File: src/rtl/dmem_arbiter_if.sv
`default_nettype none
// ============================================================================
// Module      : dmem_arbiter_if
// Description : Bundle of the CPU request/response, external load/debug port
//               and single-port data SRAM signals served by dmem_arbiter.
//               modport slave  : the arbiter (takes requests, drives SRAM)
//               modport master : the environment (CPU, EXT port, SRAM model)
// Ports       : cpu_req/cpu_wen/cpu_addr/cpu_wdata -> cpu_rdata/cpu_ack/cpu_stall
//               ext_req/ext_wen/ext_addr/ext_wdata -> ext_rdata/ext_ack
//               err, owner, mem_en/mem_wen/mem_addr/mem_wdata <- mem_rdata
// Revision    : 1.0 - initial release
// ============================================================================
interface dmem_arbiter_if #(
    parameter int ADDR_W = 10,
    parameter int DATA_W = 64
);
    logic              cpu_req;
    logic              cpu_wen;
    logic [63:0]       cpu_addr;
    logic [DATA_W-1:0] cpu_wdata;
    logic [DATA_W-1:0] cpu_rdata;
    logic              cpu_ack;
    logic              cpu_stall;

    logic              ext_req;
    logic              ext_wen;
    logic [63:0]       ext_addr;
    logic [DATA_W-1:0] ext_wdata;
    logic [DATA_W-1:0] ext_rdata;
    logic              ext_ack;

    logic              err;
    logic              owner;

    logic              mem_en;
    logic              mem_wen;
    logic [ADDR_W-1:0] mem_addr;
    logic [DATA_W-1:0] mem_wdata;
    logic [DATA_W-1:0] mem_rdata;

    modport slave (
        input  cpu_req, cpu_wen, cpu_addr, cpu_wdata,
        output cpu_rdata, cpu_ack, cpu_stall,
        input  ext_req, ext_wen, ext_addr, ext_wdata,
        output ext_rdata, ext_ack,
        output err, owner,
        output mem_en, mem_wen, mem_addr, mem_wdata,
        input  mem_rdata
    );

    modport master (
        output cpu_req, cpu_wen, cpu_addr, cpu_wdata,
        input  cpu_rdata, cpu_ack, cpu_stall,
        output ext_req, ext_wen, ext_addr, ext_wdata,
        input  ext_rdata, ext_ack,
        input  err, owner,
        input  mem_en, mem_wen, mem_addr, mem_wdata,
        output mem_rdata
    );
endinterface
`default_nettype wire

File: src/rtl/dmem_arbiter.sv
`default_nettype none
// ============================================================================
// Module      : dmem_arbiter
// Description : Arbitrates the CPU MEM-stage port and an external load/debug
//               port onto one single-port data SRAM. Three-state FSM
//               (IDLE -> ISSUE -> RESP), one access per three cycles. CPU has
//               priority, but after STARVE_MAX consecutive contested CPU wins
//               the external port is granted. Misaligned or out-of-range
//               accesses are not issued to the SRAM and complete with err.
// Ports       : clk, rst (sync, active-high)
//               bus : dmem_arbiter_if.slave (CPU, EXT, SRAM and status signals)
// Revision    : 1.0 - initial release
// ============================================================================
module dmem_arbiter #(
    parameter int ADDR_W     = 10,
    parameter int DATA_W     = 64,
    parameter int STARVE_MAX = 4
) (
    input  logic          clk,
    input  logic          rst,
    dmem_arbiter_if.slave bus
);

    typedef enum logic [1:0] {
        S_IDLE  = 2'd0,
        S_ISSUE = 2'd1,
        S_RESP  = 2'd2
    } state_t;

    localparam logic [3:0] c_starve_max = 4'(STARVE_MAX);

    state_t            r_state;
    logic [3:0]        r_starve_cnt;
    logic              r_owner;
    logic              r_wen;
    logic              r_bad;
    logic [ADDR_W-1:0] r_waddr;
    logic [DATA_W-1:0] r_wdata;
    logic              r_mem_en;
    logic              r_mem_wen;
    logic              r_cpu_ack;
    logic              r_ext_ack;
    logic              r_err;
    logic              r_rd_ok;

    logic              w_any;
    logic              w_both;
    logic              w_pick_ext;
    logic              w_sel_wen;
    logic [63:0]       w_sel_addr;
    logic [DATA_W-1:0] w_sel_wdata;
    logic              w_sel_bad;

    assign w_any  = bus.cpu_req | bus.ext_req;
    assign w_both = bus.cpu_req & bus.ext_req;

    // EXT wins when it is alone, or when the CPU has used up its allowance of
    // consecutive contested wins.
    assign w_pick_ext = bus.ext_req & (~bus.cpu_req | (r_starve_cnt == c_starve_max));

    assign w_sel_wen   = w_pick_ext ? bus.ext_wen   : bus.cpu_wen;
    assign w_sel_addr  = w_pick_ext ? bus.ext_addr  : bus.cpu_addr;
    assign w_sel_wdata = w_pick_ext ? bus.ext_wdata : bus.cpu_wdata;

    // Byte address must be word-aligned and fit within the SRAM word range.
    assign w_sel_bad = (w_sel_addr[2:0] != 3'b000) | (|w_sel_addr[63:ADDR_W+3]);

    always_ff @(posedge clk) begin
        if (rst) begin
            r_state      <= S_IDLE;
            r_starve_cnt <= 4'd0;
            r_owner      <= 1'b0;
            r_wen        <= 1'b0;
            r_bad        <= 1'b0;
            r_waddr      <= '0;
            r_wdata      <= '0;
            r_mem_en     <= 1'b0;
            r_mem_wen    <= 1'b0;
            r_cpu_ack    <= 1'b0;
            r_ext_ack    <= 1'b0;
            r_err        <= 1'b0;
            r_rd_ok      <= 1'b0;
        end else begin
            case (r_state)
                S_IDLE: begin
                    r_cpu_ack <= 1'b0;
                    r_ext_ack <= 1'b0;
                    r_err     <= 1'b0;
                    r_rd_ok   <= 1'b0;
                    if (w_any) begin
                        r_state   <= S_ISSUE;
                        r_owner   <= w_pick_ext;
                        r_wen     <= w_sel_wen;
                        r_bad     <= w_sel_bad;
                        r_waddr   <= w_sel_addr[ADDR_W+2:3];
                        r_wdata   <= w_sel_wdata;
                        // SRAM strobes are registered here so they are valid
                        // for the whole ISSUE cycle.
                        r_mem_en  <= ~w_sel_bad;
                        r_mem_wen <= w_sel_wen & ~w_sel_bad;
                        if (w_pick_ext) begin
                            r_starve_cnt <= 4'd0;
                        end else if (w_both && (r_starve_cnt < c_starve_max)) begin
                            r_starve_cnt <= r_starve_cnt + 4'd1;
                        end
                    end
                end
                S_ISSUE: begin
                    r_state   <= S_RESP;
                    r_mem_en  <= 1'b0;
                    r_mem_wen <= 1'b0;
                    r_cpu_ack <= ~r_owner;
                    r_ext_ack <= r_owner;
                    r_err     <= r_bad;
                    r_rd_ok   <= ~r_wen & ~r_bad;
                end
                S_RESP: begin
                    r_state   <= S_IDLE;
                    r_cpu_ack <= 1'b0;
                    r_ext_ack <= 1'b0;
                    r_err     <= 1'b0;
                    r_rd_ok   <= 1'b0;
                end
                default: begin
                    r_state <= S_IDLE;
                end
            endcase
        end
    end

    assign bus.mem_en    = r_mem_en;
    assign bus.mem_wen   = r_mem_wen;
    assign bus.mem_addr  = r_waddr;
    assign bus.mem_wdata = r_wdata;

    // SRAM read data arrives during RESP, so it is steered straight to the
    // owner; all other cycles and the non-owner see zero.
    assign bus.cpu_rdata = (r_cpu_ack & r_rd_ok) ? bus.mem_rdata : '0;
    assign bus.ext_rdata = (r_ext_ack & r_rd_ok) ? bus.mem_rdata : '0;
    assign bus.cpu_ack   = r_cpu_ack;
    assign bus.ext_ack   = r_ext_ack;
    assign bus.cpu_stall = bus.cpu_req & ~r_cpu_ack;
    assign bus.err       = r_err;
    assign bus.owner     = r_owner;

endmodule
`default_nettype wire

File: src/flat_wrapper.sv
// flat-port wrapper written by rule: the top's interface ports become plain ports
module dmem_arbiter_flat 
#(
    parameter int ADDR_W     = 10,
    parameter int DATA_W     = 64,
    parameter int STARVE_MAX = 4
)
  (clk, rst, bus_cpu_req, bus_cpu_wen, bus_cpu_addr, bus_cpu_wdata, bus_cpu_rdata, bus_cpu_ack, bus_cpu_stall, bus_ext_req, bus_ext_wen, bus_ext_addr, bus_ext_wdata, bus_ext_rdata, bus_ext_ack, bus_err, bus_owner, bus_mem_en, bus_mem_wen, bus_mem_addr, bus_mem_wdata, bus_mem_rdata);
  dmem_arbiter_if #(.ADDR_W(ADDR_W), .DATA_W(DATA_W)) bus_i ();
  input  logic clk;
  input  logic rst;
  input wire logic [$bits(bus_i.cpu_req)-1:0] bus_cpu_req;
  input wire logic [$bits(bus_i.cpu_wen)-1:0] bus_cpu_wen;
  input wire logic [$bits(bus_i.cpu_addr)-1:0] bus_cpu_addr;
  input wire logic [$bits(bus_i.cpu_wdata)-1:0] bus_cpu_wdata;
  output wire logic [$bits(bus_i.cpu_rdata)-1:0] bus_cpu_rdata;
  output wire logic [$bits(bus_i.cpu_ack)-1:0] bus_cpu_ack;
  output wire logic [$bits(bus_i.cpu_stall)-1:0] bus_cpu_stall;
  input wire logic [$bits(bus_i.ext_req)-1:0] bus_ext_req;
  input wire logic [$bits(bus_i.ext_wen)-1:0] bus_ext_wen;
  input wire logic [$bits(bus_i.ext_addr)-1:0] bus_ext_addr;
  input wire logic [$bits(bus_i.ext_wdata)-1:0] bus_ext_wdata;
  output wire logic [$bits(bus_i.ext_rdata)-1:0] bus_ext_rdata;
  output wire logic [$bits(bus_i.ext_ack)-1:0] bus_ext_ack;
  output wire logic [$bits(bus_i.err)-1:0] bus_err;
  output wire logic [$bits(bus_i.owner)-1:0] bus_owner;
  output wire logic [$bits(bus_i.mem_en)-1:0] bus_mem_en;
  output wire logic [$bits(bus_i.mem_wen)-1:0] bus_mem_wen;
  output wire logic [$bits(bus_i.mem_addr)-1:0] bus_mem_addr;
  output wire logic [$bits(bus_i.mem_wdata)-1:0] bus_mem_wdata;
  input wire logic [$bits(bus_i.mem_rdata)-1:0] bus_mem_rdata;
  assign bus_i.cpu_req = bus_cpu_req;
  assign bus_i.cpu_wen = bus_cpu_wen;
  assign bus_i.cpu_addr = bus_cpu_addr;
  assign bus_i.cpu_wdata = bus_cpu_wdata;
  assign bus_cpu_rdata = bus_i.cpu_rdata;
  assign bus_cpu_ack = bus_i.cpu_ack;
  assign bus_cpu_stall = bus_i.cpu_stall;
  assign bus_i.ext_req = bus_ext_req;
  assign bus_i.ext_wen = bus_ext_wen;
  assign bus_i.ext_addr = bus_ext_addr;
  assign bus_i.ext_wdata = bus_ext_wdata;
  assign bus_ext_rdata = bus_i.ext_rdata;
  assign bus_ext_ack = bus_i.ext_ack;
  assign bus_err = bus_i.err;
  assign bus_owner = bus_i.owner;
  assign bus_mem_en = bus_i.mem_en;
  assign bus_mem_wen = bus_i.mem_wen;
  assign bus_mem_addr = bus_i.mem_addr;
  assign bus_mem_wdata = bus_i.mem_wdata;
  assign bus_i.mem_rdata = bus_mem_rdata;
  dmem_arbiter #(.ADDR_W(ADDR_W), .DATA_W(DATA_W), .STARVE_MAX(STARVE_MAX)) u_core (.clk(clk), .rst(rst), .bus(bus_i));
endmodule
File: config.mk
export PLATFORM = sky130hd
export DESIGN_NAME = dmem_arbiter_flat
export DESIGN_NICKNAME = d
export VERILOG_FILES = /design/src/rtl/dmem_arbiter_if.sv /design/src/rtl/dmem_arbiter.sv /design/src/flat_wrapper.sv
export SDC_FILE = /design/constraint.sdc
export NUM_CORES = 1
export LEC_CHECK = 0
export BUFFER_PORTS_ARGS = -buffer_cell sky130_fd_sc_hd__buf_4
export CAP_MARGIN = 20
export CELL_PAD_IN_SITES_DETAIL_PLACEMENT = 2
export CELL_PAD_IN_SITES_GLOBAL_PLACEMENT = 2
export CORE_AREA = 2 2 208 210
export DETAILED_ROUTE_END_ITERATION = 8
export DIE_AREA = 0 0 210 212
export GPL_ROUTABILITY_DRIVEN = 1
export PLACE_DENSITY = 0.64
export SKIP_CTS_REPAIR_TIMING = 1
export SYNTH_ARGS = -nofsm -noshare
export SYNTH_HDL_FRONTEND = slang
export SYNTH_SLANG_ARGS = --single-unit
File: constraint.sdc
create_clock -name clk -period 5.56 [get_ports clk]
set_clock_uncertainty 0.2 [all_clocks]
set_input_delay 1.112 -clock clk [delete_from_list [all_inputs] [get_ports clk]]
set_output_delay 1.112 -clock clk [all_outputs]
set_load 0.02 [all_outputs]
==> flow_summary.toml <==
[outcome]
status = "finished clean"

[worst_hold_path]
whs_path_depth = 2
worstHoldStart = "u_core.bus.mem_wdata[51]$_SDFFE_PP0P_"
hold_path_class = "reg2reg"
whs_endpoint = "u_core.bus.mem_wdata[51]$_SDFFE_PP0P_"

[global_routing]
grt.total_usage_pct = 13.0
grt_pass1_wl_mm = 43.6
grt_max_degree = 96
overflow = 0
antenna_found_initial = 2
grt_pass1_vias = 6880

[floorplanning]
die_h_um = 212
pin_count = 535
start_util_pct = 11.7
dieArea_sq_um = 44500
die_x_um = 210
core_area_sq_um = 42500
rows = 76

[power_and_ir_drop]
power_density_nw_per_um2 = 210
ir_worst_vdd_mv = 0.136
total_power_mw = 2.07
swShare_pct = 31.9
p_leak_nw = 5.35
p_clk_share_pct = 33.8
pwr-share-seq_pct = 36.5
p_switching_mw = 0.660
internal-power_mw = 1.41
power.share.combinational_pct = 29.7

[sta]
rsz0062_at_grt = "false"
clock.fmax_mhz = 307
worstMarginPinSlew_ns = 1.04
post-route-period-util_pct = 58.5
fin_tns_setup_ns = 0
slew_violations = 0
hold_viol = 0
min_period_ns = 3.25
setup_viol = 0
slew_headroom_pct = 30.7

[synth]
postSynthAreaPerCell_sq_um = 8.43
syn_area_sq_um = 4990
yosysWarnings = 0
synth_seq_cells = 89
synth_cells = 592
synth_nets = 920
seq_area_frac_synth_pct = 35.7
synth_cell_types = 29

[layout]
area_delta_synth_final_pct = 96.9
nets = 1407
drive_gt1_share_pct = 51.9

[routing]
ant_nets = 0
highest_layer = "met5"
via_per_inst = 4.03
wl_met1_mm = 12.0
vias = 6575
wl_met2_mm = 15.5
drt_drc_violations_left = 0
wl_per_cell_um = 18.6
first_iter_violations = 203
finalWirelength_mm = 30.4
wl_met3_mm = 2.50
drtPass1Iterations = 4

[setup_path]
critical_path_arrival_ns = 1.94
crit_fanout = 67
critical_path_class = "reg2out"
rr_startpoint = "u_core.r_state[1]$_SDFFE_PP0P_"
worst-r2r-setup-slack_ns = 3.07
reg2reg_depth = 5
cp.required_ns = 4.25
cp-end-kind = "output pin"
critPathLaunchType = "flop"
reg2reg_to = "u_core.bus.mem_wdata[60]$_SDFFE_PP0P_"

[cts]
cts.htree.levels = 3
clk_latency_ns = 0.36
cts.sinks = 89
cts_buffer_depth = 2
cts_buffers = 9
root_buffer = "clkbuf_16"
cts_tree = "built"
cts.clk_slew.worst_paths_ns = 0.07

[placed_design]
dp_hpwl_mm = 24.6
io_buffers = 534
routabilityCongestion = 0.818

[run]
maxCapViolations = 0
## sequential cells by signal, summed over array words and instances (netlist names)
signal,cells
u_core.bus.mem_wdata,64
u_core.bus.mem_addr,10
u_core.r_starve_cnt,4
u_core.r_state,2
u_core.bus.cpu_ack,1
u_core.bus.err,1
u_core.bus.ext_ack,1
u_core.bus.mem_en,1
u_core.bus.mem_wen,1
u_core.bus.owner,1
u_core.r_bad,1
u_core.r_rd_ok,1
u_core.r_wen,1
## logic make-up (layout without fill, tap and decap cells)
kind of cell | Yosys count | after routing | synth area share [%]
adders and majority gates | 2 | 2 | 0.501
buffers and inverters | 67 | 558 | 5.62
AOI/OAI and AO/OA | 93 | 93 | 13.8
other | 0 | 1 | 0
DFF | 89 | 89 | 35.7
muxes | 77 | 77 | 15.4
and+or+nand+nor | 264 | 264 | 28.9
## per-stage QoR
step,setup WS [ns],hold slack [ns],instances,util (%),area (sq um)
2_1_floorplan,2.81,0.273,592,-,4990
3_3_place_gp,2.36,0.288,1613,22.3,9490
3_5_place_dp,2.34,0.297,1613,22.3,9490
4_1_cts,1.91,0.308,1628,23.1,9800
5_1_grt,2.15,0.324,1630,23.1,9820
6_report,2.31,0.304,1630,23.1,9820
## cell type report
class	count	area, sq um
fill	5007	32700
timing repair buffer	540	4080
multi-input combinational	436	2950
sequential	89	1790
tap	546	683
clock buffer	9	225
clock inverter	6	91.3
inverter	3	11.3
antenna	1	2.50
## layer usage
metal | global-route usage [%] | vias up
li1 | - | 3169
met1 | 14.7 | 3106
met2 | 23.1 | 278
met3 | 4.24 | 20
met4 | 4.06 | 2
met5 | 0 | -
## synthesized netlist by cell type, drive strengths merged
cell type / instances / area [sq um]
or4: 2 / 15.0
nand4: 6 / 37.5
inv: 3 / 11.3
o41ai: 1 / 16.3
o31ai: 1 / 7.51
o2bb2ai: 2 / 17.5
a211oi: 77 / 578
nor3: 3 / 15.0
clkbuf: 53 / 199
o21ai: 3 / 15.0
buf: 11 / 70.1
mux2i: 77 / 771
nor2: 88 / 338
nor4: 26 / 163
and3b: 1 / 8.76
nand3: 2 / 10.0
nand3b: 3 / 22.5
a22oi: 1 / 7.51
a21oi: 5 / 25.0
a41oi: 1 / 8.76
and3: 130 / 813
o21a: 2 / 15.0
dfxtp: 89 / 1780
nand2b: 2 / 12.5
nor2b: 1 / 6.26
ha: 2 / 25.0
## power groups by stage
| stage | registers (mW) | clock network [mW] | logic (mW) |
|---|---|---|---|
| after floorplan | 0.830 | 0 | 0.199 |
| after global placement | 0.770 | 0 | 0.608 |
| after detailed placement | 0.774 | 0 | 0.621 |
| after CTS | 0.760 | 0.741 | 0.621 |
| after global routing | 0.766 | 0.755 | 0.669 |
| final | 0.755 | 0.699 | 0.614 |
## worst max-delay path by stage
stage / slack, ns / cells past startpoint / endpoint / from
2_1_floorplan: 2.81 / 2 / bus_cpu_stall / bus_cpu_req
3_3_place_gp: 2.36 / 3 / bus_cpu_rdata[47] / u_core.r_rd_ok$_SDFFE_PP0P_
3_5_place_dp: 2.34 / 3 / bus_ext_rdata[38] / u_core.r_rd_ok$_SDFFE_PP0P_
4_1_cts: 1.91 / 3 / bus_ext_rdata[38] / u_core.r_rd_ok$_SDFFE_PP0P_
5_1_grt: 2.15 / 2 / bus_cpu_rdata[5] / u_core.bus.cpu_ack$_SDFFE_PP0P_
6_report: 2.31 / 2 / bus_cpu_rdata[5] / u_core.bus.cpu_ack$_SDFFE_PP0P_
## critical path, cell delays in order, from the launching register on
cell and delay, ns:
dfxtp_2 1.00, and3_1 0.36, buf_4 0.17
## cell usage in the layout (no fill, tap or decap), drive strengths merged, types with 3 or more instances in the layout
cell type / instances
a21oi: 5
clkinvlp: 3
nand4: 6
nor4: 26
inv: 4
clkbuf: 9
o21ai: 3
dfxtp: 89
mux2i: 77
a211oi: 77
and3: 130
nor2: 88
nand3b: 3
nor3: 3
buf: 540
(Power assumes the default switching activity.)
